===== src/rtl/pwm_capture.sv =====
// PWM input decoder: measures high time and period of pwm_i in clk_i cycles
// and exposes them, with control/status, through a valid/ready register port.
module pwm_capture #(
  parameter int BITS = 32
) (
  input  logic        clk_i,
  input  logic        rst_ni,
  input  logic        valid_i,
  output logic        ready_o,
  input  logic        we_i,
  input  logic [31:0] addr_i,
  input  logic [31:0] wdata_i,
  output logic [31:0] rdata_o,
  input  logic        pwm_i,
  output logic        irq_o
);

  // Register port: a request is accepted when valid_i is high and no ack is
  // outstanding; ready_o/rdata_o are registered and high for one cycle, and
  // writes and read side effects take place at the accepting edge.

  localparam logic [2:0] ADDR_CTRL    = 3'd0;
  localparam logic [2:0] ADDR_STATUS  = 3'd1;
  localparam logic [2:0] ADDR_HIGH    = 3'd2;
  localparam logic [2:0] ADDR_PERIOD  = 3'd3;
  localparam logic [2:0] ADDR_TIMEOUT = 3'd4;

  localparam logic [BITS-1:0] CNT_MAX = '1;
  localparam logic [BITS-1:0] CNT_ONE = BITS'(1);

  typedef enum logic [1:0] {
    S_IDLE    = 2'd0,
    S_ARMING  = 2'd1,
    S_MEASURE = 2'd2
  } state_e;

  // Bus side
  logic            ready_q;
  logic [31:0]     rdata_q;
  logic [31:0]     rdata_d;
  logic [2:0]      ctrl_q;
  logic [BITS-1:0] timeout_q;

  // Input path
  logic sync1_q;
  logic sync2_q;
  logic lvl_q;
  logic lvl;
  logic rise;
  logic fall;

  // Measurement
  state_e          state_q;
  logic [BITS-1:0] cnt_q;
  logic [BITS-1:0] high_lat_q;
  logic [BITS-1:0] high_q;
  logic [BITS-1:0] period_q;
  logic            valid_q;
  logic            ovf_q;
  logic            stall_q;
  logic            void_q;

  logic       acc;
  logic       wr;
  logic       rd;
  logic [2:0] sel;
  logic       wr_ctrl;
  logic       wr_status;
  logic       wr_timeout;
  logic       rd_period;
  logic       en_eff;
  logic       unused_bits;

  assign sel        = addr_i[4:2];
  assign acc        = valid_i & ~ready_q;
  assign wr         = acc & we_i;
  assign rd         = acc & ~we_i;
  assign wr_ctrl    = wr && (sel == ADDR_CTRL);
  assign wr_status  = wr && (sel == ADDR_STATUS);
  assign wr_timeout = wr && (sel == ADDR_TIMEOUT);
  assign rd_period  = rd && (sel == ADDR_PERIOD);

  // A CTRL write disabling the block must win over an edge in the same cycle.
  assign en_eff = wr_ctrl ? wdata_i[0] : ctrl_q[0];

  assign lvl  = sync2_q ^ ctrl_q[1];
  assign rise = lvl & ~lvl_q;
  assign fall = ~lvl & lvl_q;

  assign unused_bits = &{1'b0, addr_i[31:5], addr_i[1:0], wdata_i};

  always_comb begin
    rdata_d = '0;
    if (rd) begin
      case (sel)
        ADDR_CTRL:    rdata_d[2:0]      = ctrl_q;
        ADDR_STATUS:  rdata_d[3:0]      = {lvl, stall_q, ovf_q, valid_q};
        ADDR_HIGH:    rdata_d[BITS-1:0] = high_q;
        ADDR_PERIOD:  rdata_d[BITS-1:0] = period_q;
        ADDR_TIMEOUT: rdata_d[BITS-1:0] = timeout_q;
        default:      rdata_d           = '0;
      endcase
    end
  end

  always_ff @(posedge clk_i or negedge rst_ni) begin
    if (!rst_ni) begin
      ready_q   <= 1'b0;
      rdata_q   <= '0;
      ctrl_q    <= '0;
      timeout_q <= '0;
    end else begin
      ready_q <= acc;
      rdata_q <= rdata_d;
      if (wr_ctrl)    ctrl_q    <= wdata_i[2:0];
      if (wr_timeout) timeout_q <= wdata_i[BITS-1:0];
    end
  end

  always_ff @(posedge clk_i or negedge rst_ni) begin
    if (!rst_ni) begin
      sync1_q <= 1'b0;
      sync2_q <= 1'b0;
      lvl_q   <= 1'b0;
    end else begin
      sync1_q <= pwm_i;
      sync2_q <= sync1_q;
      lvl_q   <= lvl;
    end
  end

  // Later assignments override earlier ones, so hardware sets of valid and
  // ovf take priority over the bus-side clears placed first.
  always_ff @(posedge clk_i or negedge rst_ni) begin
    if (!rst_ni) begin
      state_q    <= S_IDLE;
      cnt_q      <= '0;
      high_lat_q <= '0;
      high_q     <= '0;
      period_q   <= '0;
      valid_q    <= 1'b0;
      ovf_q      <= 1'b0;
      stall_q    <= 1'b0;
      void_q     <= 1'b0;
    end else begin
      if (rd_period)               valid_q <= 1'b0;
      if (wr_status && wdata_i[1]) ovf_q   <= 1'b0;
      if (!en_eff) begin
        state_q    <= S_IDLE;
        cnt_q      <= '0;
        high_lat_q <= '0;
        stall_q    <= 1'b0;
        void_q     <= 1'b0;
      end else begin
        case (state_q)
          S_IDLE: begin
            state_q    <= S_ARMING;
            cnt_q      <= '0;
            high_lat_q <= '0;
            stall_q    <= 1'b0;
            void_q     <= 1'b0;
          end
          S_ARMING: begin
            if (rise) begin
              cnt_q   <= CNT_ONE;
              state_q <= S_MEASURE;
            end
          end
          S_MEASURE: begin
            if ((timeout_q != '0) && (cnt_q == timeout_q)) stall_q <= 1'b1;
            if (fall) high_lat_q <= cnt_q;
            if (rise) begin
              if (!void_q) begin
                high_q   <= high_lat_q;
                period_q <= cnt_q;
                valid_q  <= 1'b1;
                stall_q  <= 1'b0;
              end
              cnt_q  <= CNT_ONE;
              void_q <= 1'b0;
            end else if (cnt_q == CNT_MAX) begin
              ovf_q  <= 1'b1;
              void_q <= 1'b1;
            end else begin
              cnt_q <= cnt_q + CNT_ONE;
            end
          end
          default: state_q <= S_IDLE;
        endcase
      end
    end
  end

  assign ready_o = ready_q;
  assign rdata_o = rdata_q;
  assign irq_o   = valid_q & ctrl_q[2];

endmodule

===== config.mk =====
export PLATFORM = sky130hd
export DESIGN_NAME = pwm_capture
export DESIGN_NICKNAME = d
export VERILOG_FILES = /design/src/rtl/pwm_capture.sv
export SDC_FILE = /design/constraint.sdc
export NUM_CORES = 1
export LEC_CHECK = 0
export CAP_MARGIN = 20
export CORE_MARGIN = 4
export CORE_UTILIZATION = 57
export DETAILED_ROUTE_END_ITERATION = 16
export GPL_TIMING_DRIVEN = 0
export PLACE_DENSITY = 0.8
export REMOVE_ABC_BUFFERS = 1
export SYNTH_ARGS = -nofsm -noshare
export SYNTH_HDL_FRONTEND = slang
export SYNTH_SLANG_ARGS = --single-unit
export TNS_END_PERCENT = 10

===== constraint.sdc =====
create_clock -name clk_i -period 3.12 [get_ports clk_i]
set_clock_uncertainty 0.2 [all_clocks]
set_input_delay 0.312 -clock clk_i [delete_from_list [all_inputs] [get_ports clk_i]]
set_output_delay 0.312 -clock clk_i [all_outputs]
set_load 0.02 [all_outputs]

==> results.txt, run 1 <==
* Total power of the final layout: 6400 uW
- At the pin with the least slew margin, the transition time is 0.949 ns.
- After synthesis, the share of flip-flops with an asynchronous set or reset is 1.00.
* Wire length of the first global-routing pass: 38100 um
- Logic depth of the worst register-to-register path: 6
- Initial DRC count: 745
* # IOs: 103
- Syn-to-layout area delta: 18.1%
* WP data arrival: 3.20 ns
* Final Cell Area: 11400 sq um
- Storage element area: 5130 sq um
- In the routed layout, each cell is associated on average with a via count of 6.25.
- Achievable clock frequency: 334 MHz
- Worst Hold Launch: pwm_i
- After detailed routing, the number of remaining DRC violations is 0.
- Bufs on Longest Clock Path: 3
* Final cell count without fillers: 1167
- Startpoint class of the critical path: flop
- Worst path required time: 3.33 ns
- On the worst path, the slowest cell contributes a delay of 0.56 ns.
- Detailed Place HPWL: 14900 um
- Pin count of the biggest net entering global routing: 115
- Post-Route WL: 23200 um
* Port buffer count: 73
- Of the available clock period, the critical path in the final layout requires 0.958.
* Sort of element at the end of the critical path: flop
- Synth Register Bits: 205
* Overall die area: 19100 sq um
- TritonCTS sink count: 205
* Clock buffers created by TritonCTS: 22
- Inserted Diodes: 0
* Total Nets Final: 1007
- The later pin in the worst-skew pair is clocked with a latency of 0.50 ns.
- Predominant post-synthesis flop cell: dfrtp_1
- Start of the worst register-to-register path: cnt_q[0]$_DFFE_PN0P_
- Worst path bufs/invs: 0
* Total number of H-tree levels: 1
* Total congestion overflow after global routing: 0
- Final-report max-slew violation count: 0
- IR analysis of the VDD net gives a maximum drop of 0.423 mV.
* Detailed-route wire length per cell: 19.9 um
- Of the cells placed in the final design, the portion with a size suffix greater than 1 is 0.173.
- Fin crit period: 2.99 ns
- Terminating pin of the worst hold path: sync1_q$_DFF_PN0_
- Reg2reg setup slack: 0.13 ns
- Number of fill cells in the layout: 1196
* Die height: 138 um
- Number of hold violations in the final report: 0
- The signal on the critical path passes through ha_1 > nand4_1 > or2_1 > nor4_4 > a31oi_4 > a31oi_1.
- Clock-pin slew of the registers on the worst-case setup and hold paths: 0.06 ns
* Total instance count after detailed placement: 1123
* Kind of cell adding the most delay to the critical path: simple AND/OR/NAND/NOR gates
* EDFF count, synth: 0
- Summing all placed instances gives a cell area of 10500 sq um.
- Critical Path Fanout Max: 16
- Summing every instance area after synthesis gives 9650 sq um.
* Unique masters post-synth: 55
- DR pass1 iterations: 5
- YS warnings: 0
* Cell Pwr Density: 562 nW/um^2
- Worst-path cell with the longest stage delay: dfrtp_1
* CTS tree: built
* GPL Wtd Cong: 0.889
- Total number of vias: 7289
* Cell count of the worst hold path: 1
- Across the run, the number of max-cap violations was 0.
- Final TNS setup: 0 ns
* Post-Synthesis Mean Instance Area: 10.7 sq um
* Worst setup path category: flop to flop
- For this run, the register share of the synthesized area comes to 0.532.
* Global-route usage over all layers: 0.239
- Root cell of the clock tree: clkbuf_16
* Synthesized instance count: 902
- Setup repair after global routing could not meet its margin everywhere.
* Antenna Nets Post-Route: 0
* Total leakage power: 0.00501 uW
- Standard cell core area: 16600 sq um
- Antenna violations before repair: 0
- Worst slew margin: 0.367
- The via count of the first global-routing pass was 7261.
* Result of the run: finished clean
- Total area of multi-input combinational cells: 4110 sq um
- Overall die width: 138 um
- Destination of the worst register-to-register timing path: cnt_q[3]$_DFFE_PN0P_
- Std-Cell Rows: 47
- The tightest min-delay check is of the input pin to flop type.
- For this configuration, the core starts out at a cell density of 0.582.
- Final number of setup-violating endpoints: 0
## flip-flops by register name (all words and copies together) (netlist names)
| register | count |
|---|---|
| high_lat_q | 32 |
| ovf_q | 1 |
| valid_q | 1 |
| lvl_q | 1 |
| void_q | 1 |
| timeout_q | 32 |
| period_q | 32 |
| rdata_o | 32 |
| stall_q | 1 |
| high_q | 32 |
| ctrl_q | 3 |
| state_q | 2 |
| sync2_q | 1 |
| ready_o | 1 |
| cnt_q | 32 |
| sync1_q | 1 |
## cells in the mapped netlist (2+ instances only)
cell type / n / share of area
buf_6: 5 / 0.0058
nand2b_1: 11 / 0.0071
and2_1: 5 / 0.0032
or3_1: 5 / 0.0032
clkbuf_2: 3 / 0.0016
buf_4: 2 / 0.0016
mux2i_1: 4 / 0.0042
o21ai_1: 2 / 0.0010
xor2_1: 32 / 0.029
nand3_1: 16 / 0.0083
o22ai_1: 2 / 0.0013
o21ai_0: 45 / 0.023
nand4_1: 40 / 0.026
a21oi_1: 36 / 0.019
mux2_1: 9 / 0.011
buf_2: 19 / 0.0099
nor3_1: 13 / 0.0067
a41oi_1: 5 / 0.0045
dfrtp_1: 205 / 0.53
and3_1: 6 / 0.0039
a22oi_1: 35 / 0.027
o211a_1: 2 / 0.0021
or2_2: 4 / 0.0026
ha_1: 5 / 0.0065
nor2b_1: 5 / 0.0032
a31oi_1: 50 / 0.032
o211ai_1: 3 / 0.0023
buf_1: 6 / 0.0023
mux2_2: 91 / 0.11
nor2_1: 68 / 0.026
nor4_1: 24 / 0.016
clkbuf_1: 47 / 0.018
inv_1: 40 / 0.016
nand2_1: 36 / 0.014
## report_power, final
group	leakage, uW	switching (uW)	internal [uW]
Sequential	0.00280	187	2780
Combinational	0.00184	477	324
Clock	0.000359	1000	1630
## layout make-up
class / instances / share of cell area
Sequential cell: 205 / 0.450
Clock inverter: 4 / 0.00637
Clock buffer: 34 / 0.0585
Inverter: 40 / 0.0132
Multi-Input combinational cell: 577 / 0.361
Timing Repair Buffer: 87 / 0.0869
Tap cell: 220 / 0.0242
## metrics by stage
| stage | util | worst slack (ns) | hold slack [ns] |
|---|---|---|---|
| 2_1_floorplan | - | -0.681 | -0.184 |
| 3_3_place_gp | 0.619 | -6.82 | 0.132 |
| 3_5_place_dp | 0.636 | -1.23 | 0.152 |
| 4_1_cts | 0.684 | 0.0343 | 0.0598 |
| 5_1_grt | 0.687 | -0.0216 | 0.0625 |
| 6_report | 0.687 | 0.130 | 0.0612 |
## per-layer routing
metal / GRT usage / share of wire / wire (um)
met1: 0.340 / 0.42 / 9760
met2: 0.372 / 0.47 / 10900
met3: 0.0515 / 0.080 / 1860
met4: 0.0759 / 0.029 / 682
met5: 0 / 0 / 0
## cells by family after synthesis
group,share of synthesized area
fa+ha+maj,0.00649
flops,0.532
xor+xnor,0.0300
compound gates,0.124
simple gates,0.130
buf+inv,0.0550
mux,0.123
## layout by cell type, fill, tap and decap left out, types with 6 or more instances in the layout
master           instances
a21oi_1                 34
and3_1                   6
a22oi_1                 34
mux2_1                   9
nor4_1                  23
nand2b_1                11
nor3_1                  13
clkdlybuf4s50_1         69
inv_1                   40
xor2_1                  32
clkbuf_16               23
clkbuf_1                 6
o21ai_0                 45
mux2_2                  91
nor2_1                  68
a31oi_1                 50
buf_16                   6
nand3_1                 15
nand2_1                 34
dfrtp_1                205
nand4_1                 41
## how the worst max path moves through the flow
stage | from | to | cells after the start | slack [ns]
6_report | cnt_q[0]$_DFFE_PN0P_ | cnt_q[3]$_DFFE_PN0P_ | 6 | 0.13
5_1_grt | cnt_q[0]$_DFFE_PN0P_ | cnt_q[14]$_DFFE_PN0P_ | 6 | -0.02
3_3_place_gp | rst_ni | rdata_o[19]$_DFF_PN0_ | 1 | -6.82
2_1_floorplan | state_q[0]$_DFFE_PN0P_ | high_q[22]$_DFFE_PN0P_ | 5 | -0.68
3_5_place_dp | addr_i[4] | high_lat_q[11]$_DFFE_PN0P_ | 7 | -1.23
4_1_cts | cnt_q[0]$_DFFE_PN0P_ | cnt_q[10]$_DFFE_PN0P_ | 6 | 0.03
## worst reg2reg max path, cell delays in order (launching register included)
cell and delay (ns):
dfrtp_1 0.56, ha_1 0.28, nand4_1 0.31, or2_1 0.42, nor4_4 0.48, a31oi_4 0.36
a31oi_1 0.29
## repair_timing
item | CTS | global route
pin swaps | 2 | 4
gates cloned | 1 | 1
hold endpoints to repair | 113 | 0
resized for setup | 5 | 5
hold buffers | 1 | 0
endpoints found under the setup margin | 134 | 105
setup buffers | 2 | 1
Note: power is estimated with default switching activity, not from simulation.
==> run 2: changes to the inputs <==
--- a/config.mk
+++ b/config.mk
@@ -7,10 +7,10 @@
 export LEC_CHECK = 0
 export CAP_MARGIN = 20
 export CORE_MARGIN = 4
-export CORE_UTILIZATION = 57
+export CORE_UTILIZATION = 51
 export DETAILED_ROUTE_END_ITERATION = 16
 export GPL_TIMING_DRIVEN = 0
-export PLACE_DENSITY = 0.8
+export PLACE_DENSITY = 0.76
 export REMOVE_ABC_BUFFERS = 1
 export SYNTH_ARGS = -nofsm -noshare
 export SYNTH_HDL_FRONTEND = slang
==> constraint.sdc (replaced) <==
create_clock -name clk_i -period 2.4 [get_ports clk_i]
set_clock_uncertainty 0.2 [all_clocks]
set_input_delay 0.24 -clock clk_i [delete_from_list [all_inputs] [get_ports clk_i]]
set_output_delay 0.24 -clock clk_i [all_outputs]
set_load 0.02 [all_outputs]
==> run 2 against run 1 <==
Net effect:
- die area is 11% higher
- cell area is 4.5% higher
- core utilization is 4.8 points lower
- largest power group unchanged
- highest routed layer unchanged
==> results.txt, run 2 (synthesized netlist as in run 1, its figures left out) <==
- Of the cells placed in the final design, the portion with a size suffix greater than 1 is 0.232.
* Final-report max-slew violation count: 0
* Util after Layout: 0.638
* Pin slew with the least headroom to its limit: 0.900 ns
- The die covers 21200 sq um.
* Total Nets Final: 1038
* CTS tree: built
* Detailed-route wire length per cell: 20.2 um
- Setup repair after global routing missed its margin: yes
- Logic depth of the worst register-to-register path: 9
- End of the critical path: high_lat_q[16]$_DFFE_PN0P_
- Reg2reg setup slack: 0.01 ns
- Of the total power, the share spent switching nets is 0.268.
* Die height: 146 um
- Initial DRC count: 742
* Final Cell Area: 11900 sq um
- In this run the count of I/O pins placed on the die edge is 103.
- Of the total power, registers draw 0.454.
- Clock tree synthesis found a total of 205 sinks.
* Final TNS setup: 0 ns
- Total number of H-tree levels: 1
* Bufs on Longest Clock Path: 3
* Via density per instance: 6.16
- The run finished with clean final reports.
* Worst setup path category: flop to flop
- In this run the critical register-to-register path is captured at high_lat_q[16]$_DFFE_PN0P_.
* GPL Wtd Cong: 0.907
- The library cell used most frequently in the layout, excluding fill and tap cells, is dfrtp_1.
- Counting the buffers created by CTS gives 23.
- The first TritonRoute pass finished after 5 iterations.
- Cell area after placement: 10600 sq um
- HP Class: input pin to async pin
- Clock tree synthesis selected as its root buffer the cell clkbuf_16.
- Count of unresolved DRC violations after routing: 0
- The final route contains 7475 vias.
- Summed over all cells, the static leakage comes to 0.00520 uW.
* Clock-pin slew of the registers on the worst-case setup and hold paths: 0.06 ns
* Start of the worst register-to-register path: ready_o$_DFF_PN0_
- From synthesis to final layout, the design area changed by 23.4%.
- Entering global routing, the biggest net connects 111 pins.
- Antenna violations before repair: 0
- Final worst-path cycle share: 0.995
- The initial utilization of the core area, before any placement, comes to 0.517.
- STA classifies the critical path startpoint as a flop.
- Post-Route WL: 24500 um
- Detailed Place HPWL: 15200 um
* Worst slew margin: 0.400
- Row generation in the floorplan step produced 50 rows.
- For this run, the total global-route usage over all layers was measured as 0.223.
- P_int: 6230 uW
* Worst voltage drop across the vdd grid: 0.376 mV
- Wire length of the first global-routing pass: 39300 um
* Total area of multi-input combinational cells: 4310 sq um
* Sort of element at the end of the critical path: flop
- Number of hold violations in the final report: 0
- The via count of the first global-routing pass came to 7453.
- In this run the worst path has a maximum fanout of 18.
- Clock share of power: 0.411
- In this run the standard cell core region covers 18600 sq um.
- From left edge to right edge, the die measures 146 um.
- In the layout the commonest cells are 195 x dfrtp_1, 91 x mux2_2, 69 x clkdlybuf4s50_1.
- The tool flagged a number of max-cap violations equal to 0.
* Antenna Nets Post-Route: 0
* NetSw: 2290 uW
* Clock latency on the worst-skew pair: 0.51 ns
- For the worst setup path, the data required time is 2.57 ns.
* Inserted Diodes: 0
- Fin crit period: 2.39 ns
* Cell Pwr Density: 715 nW/um^2
- WP data arrival: 2.56 ns
* Total congestion overflow after global routing: 0
- Critical Path Start: ready_o$_DFF_PN0_
- Final number of setup-violating endpoints: 0
- Derived from the worst setup path, the maximum achievable clock frequency is 419 MHz.
- The completed layout was analyzed and its total power is 8510 uW.
* Share of total power in combinational logic: 0.136
- Port buffer count: 73
* Number of fill cells in the layout: 1406
* Storage element area: 5140 sq um
[run 2: cell count changes in the layout (fill, tap and decap cells not counted), sizes merged]
| cell | previous run | this run |
|---|---|---|
| buf | 15 | 43 |
| clkinv | 1 | 6 |
| clkbuf | 34 | 32 |
| dlygate4sd2 | 0 | 2 |
| dlymetal6s2s | 2 | 0 |
| dlygate4sd3 | 1 | 2 |
| nand2 | 36 | 37 |
[run 2: power groups by stage]
stage	Combinational (uW)	Sequential (uW)	Clock, uW
floorplan	527	3810	0
global placement	870	3910	0
global route	1240	3880	3720
finish	1160	3860	3500
detailed placement	985	3910	0
CTS	1060	3860	3540
[run 2: worst min path at each step]
stage                      startpoint                        to  slack [ns]  cells past startpoint
floorplan                      rst_ni      cnt_q[0]$_DFFE_PN0P_       -0.26                      0
global placement    sync1_q$_DFF_PN0_         sync2_q$_DFF_PN0_        0.13                      0
detailed placement             rst_ni      rdata_o[9]$_DFF_PN0_        0.12                      1
CTS                        wdata_i[6]  timeout_q[6]$_DFFE_PN0P_        0.14                      2
global route               wdata_i[5]  timeout_q[5]$_DFFE_PN0P_        0.14                      2
finish                         rst_ni      rdata_o[9]$_DFF_PN0_        0.15                      2
[run 2: final cells by class]
type / count / share of cell area
Sequential cell: 205 / 0.432
Multi-Input combinational cell: 578 / 0.362
Timing Repair Buffer: 116 / 0.105
Clock buffer: 32 / 0.0554
Tap cell: 234 / 0.0246
Inverter: 40 / 0.0126
Clock inverter: 9 / 0.00820
[run 2: routing by layer]
metal | GRT usage | vias up | part of all wire
li1 | - | 3366 | -
met2 | 0.356 | 358 | 0.47
met1 | 0.303 | 3685 | 0.41
met4 | 0.0836 | 0 | 0.032
met3 | 0.0498 | 66 | 0.085
met5 | 0 | - | 0
[run 2: what timing repair did]
action | 4_1_cts | 5_1_grt
pin swaps | 40 | 8
hold buffers | 2 | 0
endpoints found under the hold margin | 96 | 0
gates resized for setup | 26 | 29
endpoints found under the setup margin | 162 | 130
gates cloned | 2 | 1
buffers inserted | 15 | 15
[run 2: stage by stage]
stage	hold slack (ns)	std cells	setup WS, ns
2_1_floorplan	-0.256	820	-1.40
3_3_place_gp	0.133	1127	-7.59
3_5_place_dp	0.117	1138	-1.72
4_1_cts	0.140	1198	-0.102
5_1_grt	0.141	1214	-0.0619
6_report	0.147	1214	0.0125
[run 2: worst max-delay path, stage by stage, from the launching register on]
cell and delay (ns):
dfrtp_1 0.40, nand3b_1 0.27, o41ai_4 0.33, buf_6 0.18, a21boi_4 0.06, buf_4 0.19, a22oi_2 0.21, buf_4 0.16
buf_12 0.14, o21ai_0 0.09
==> run 3: changes to the inputs <==
--- a/config.mk
+++ b/config.mk
@@ -9,7 +9,6 @@
 export CORE_MARGIN = 4
 export CORE_UTILIZATION = 51
 export DETAILED_ROUTE_END_ITERATION = 16
-export GPL_TIMING_DRIVEN = 0
 export PLACE_DENSITY = 0.76
 export REMOVE_ABC_BUFFERS = 1
 export SYNTH_ARGS = -nofsm -noshare
==> run 3 against run 2 <==
Net effect:
- combinational power shrank 7%
- critical path type unchanged
- hold slack lost 0.080 ns
- largest cell class unchanged
- global-route usage grew 0.65 points
==> results.txt, run 3 (synthesized netlist as in run 1, its figures left out) <==
- Final worst-path cycle share: 0.976
- The final-report max-slew violation count came to 0.
- 103 I/O pins were placed.
- Total number of vias: 7557
- In the final layout, the share of cells above drive strength 1 is 0.244.
* Final number of setup-violating endpoints: 0
- Inserted Diodes: 0
- Data on the critical path is required at its endpoint by 2.58 ns.
* TritonCTS sink count: 205
- For this block, the routed nets add up to 24400 um of wire.
- The floorplan step defined a die boundary enclosing 21200 sq um.
- Headroom to the max-slew limit came out at 0.605.
- For this configuration, the core starts out at a cell density of 0.517.
- For flop-to-flop paths, the worst setup slack is 0.06 ns.
- Port buffer count: 73
- Detailed Place HPWL: 17100 um
- Clock latency on the worst-skew pair: 0.52 ns
- The tree is rooted in a clkbuf_16.
* Overall die width: 146 um
- Std-Cell Rows: 50
* Number of hold violations in the final report: 0
- Total leakage power: 0.00545 uW
* Worst setup path category: flop to flop
- In this run, placement finished with an instance count of 1215.
- At the end of routability-driven placement, the weighted congestion stood at 0.997.
- Result of the run: finished clean
* Number of fill cells in the layout: 1454
- In this run the deepest clock path goes through 3 buffers.
- Detailed-route wire length per cell: 19.4 um
- Number of global-route vias before repair: 7771
* Setup repair after global routing missed its margin: yes
- Dividing the detail-routed via count by the number of cells gives 6.00.
* Die height: 146 um
- Total number of H-tree levels: 1
- HP Class: input pin to async pin
- Leaving out fill and tap cells, the most frequent cell in the layout is dfrtp_1.
- Achievable clock frequency: 427 MHz
- Across every metal layer, demand over resource in global routing totals 0.230.
- CTS tree: built
- The count of nets left with antenna violations once routing finished came out at 0.
- Power spread over the standard cell area amounts to 717 nW/um^2.
* Startpoint class of the critical path: flop
- At the pin with the least slew margin, the transition time is 0.588 ns.
- Wire length of the first global-routing pass: 40400 um
- The worst path needs 2.34 ns of the cycle, external delays included.
* Critical Path Fanout Max: 14
- Leading cell types in the layout, fill and taps excluded: 202 x dfrtp_1, 91 x mux2_2, 78 x buf_4
- Global routing finished with a remaining overflow of 0.
* Count of unresolved DRC violations after routing: 0
* Antenna violations before repair: 0
- The count of cells in the finished layout, fillers not included, comes to 1260.
- Sort of element at the end of the critical path: flop
* Worst voltage drop across the vdd grid: 0.472 mV
* WP data arrival: 2.52 ns
- The core region is 18600 sq um.
- Total Nets Final: 1086
* Clock-pin slew of the registers on the worst-case setup and hold paths: 0.06 ns
- Syn-to-layout area delta: 24.9%
* Maximum Capacitance Violations: 0
* Pin count of the biggest net entering global routing: 60
* Clock buffers created by TritonCTS: 23
- After layout, the design draws a total of 8640 uW.
* Initial DRC count: 534
- DR pass1 iterations: 7
## run 3: timing repair
item                       4_1_cts  5_1_grt
hold buffers                     2        0
gates resized for setup          0       13
hold endpoints to repair       197        0
setup buffers                    0        4
setup endpoints to repair        0       45
## run 3: path summary, 6_finish.rpt
check | startpoint | to | depth (start not counted)
worst max-delay path | cnt_q[0]$_DFFE_PN0P_ | cnt_q[12]$_DFFE_PN0P_ | 8
worst min-delay path | rst_ni | rdata_o[9]$_DFF_PN0_ | 2
worst max register to register | cnt_q[0]$_DFFE_PN0P_ | cnt_q[12]$_DFFE_PN0P_ | 8
worst min register to register | sync1_q$_DFF_PN0_ | sync2_q$_DFF_PN0_ | 0
max in group asynchronous | rst_ni | cnt_q[18]$_DFFE_PN0P_ | 3
min in group clk_i | wdata_i[9] | timeout_q[9]$_DFFE_PN0P_ | 2
## run 3: per-stage QoR
step / hold slack [ns] / instance area [sq um] / setup slack (ns) / util / TNS [ns]
finish: 0.0671 / 12000 / 0.0583 / 0.646 / 0
global route: 0.123 / 12000 / -0.0250 / 0.646 / -0.0352
CTS: 0.0815 / 12000 / 0.0000377 / 0.641 / 0
detailed placement: 0.0537 / 11100 / -0.154 / 0.598 / -11.39
global placement: 0.0492 / 11100 / -0.0944 / 0.598 / -7.34
floorplan: -0.256 / 9270 / -1.40 / - / -147.25
## run 3: per-layer routing
| layer | routed length (um) | up-vias | global-route usage |
|---|---|---|---|
| met2 | 11700 | 299 | 0.384 |
| met4 | 691 | 0 | 0.0646 |
| met5 | 0 | - | 0 |
| met3 | 1560 | 57 | 0.0355 |
| li1 | - | 3453 | - |
| met1 | 10400 | 3748 | 0.316 |
## run 3: cell type report
class | instances | area, sq um | share of cell area
Clock inverter | 9 | 155 | 0.0129
Timing Repair Buffer | 167 | 1610 | 0.134
Sequential cell | 205 | 5130 | 0.426
Multi-Input combinational cell | 575 | 4060 | 0.337
Clock buffer | 30 | 642 | 0.0533
Inverter | 40 | 150 | 0.0125
Tap cell | 234 | 293 | 0.0243
## run 3: report_power, final
| part | total [uW] | switching [uW] | internal [uW] |
|---|---|---|---|
| sequential | 3860 | 246 | 3610 |
| clock | 3690 | 1390 | 2310 |
| combinational | 1080 | 612 | 470 |
## run 3: critical path, stage by stage (launching register included)
cell and delay [ns]:
dfrtp_1 0.36, ha_1 0.17, nand4_1 0.21, buf_4 0.23
nor4_4 0.30, nand4_1 0.19, buf_4 0.25, a41oi_1 0.24
a31oi_1 0.06
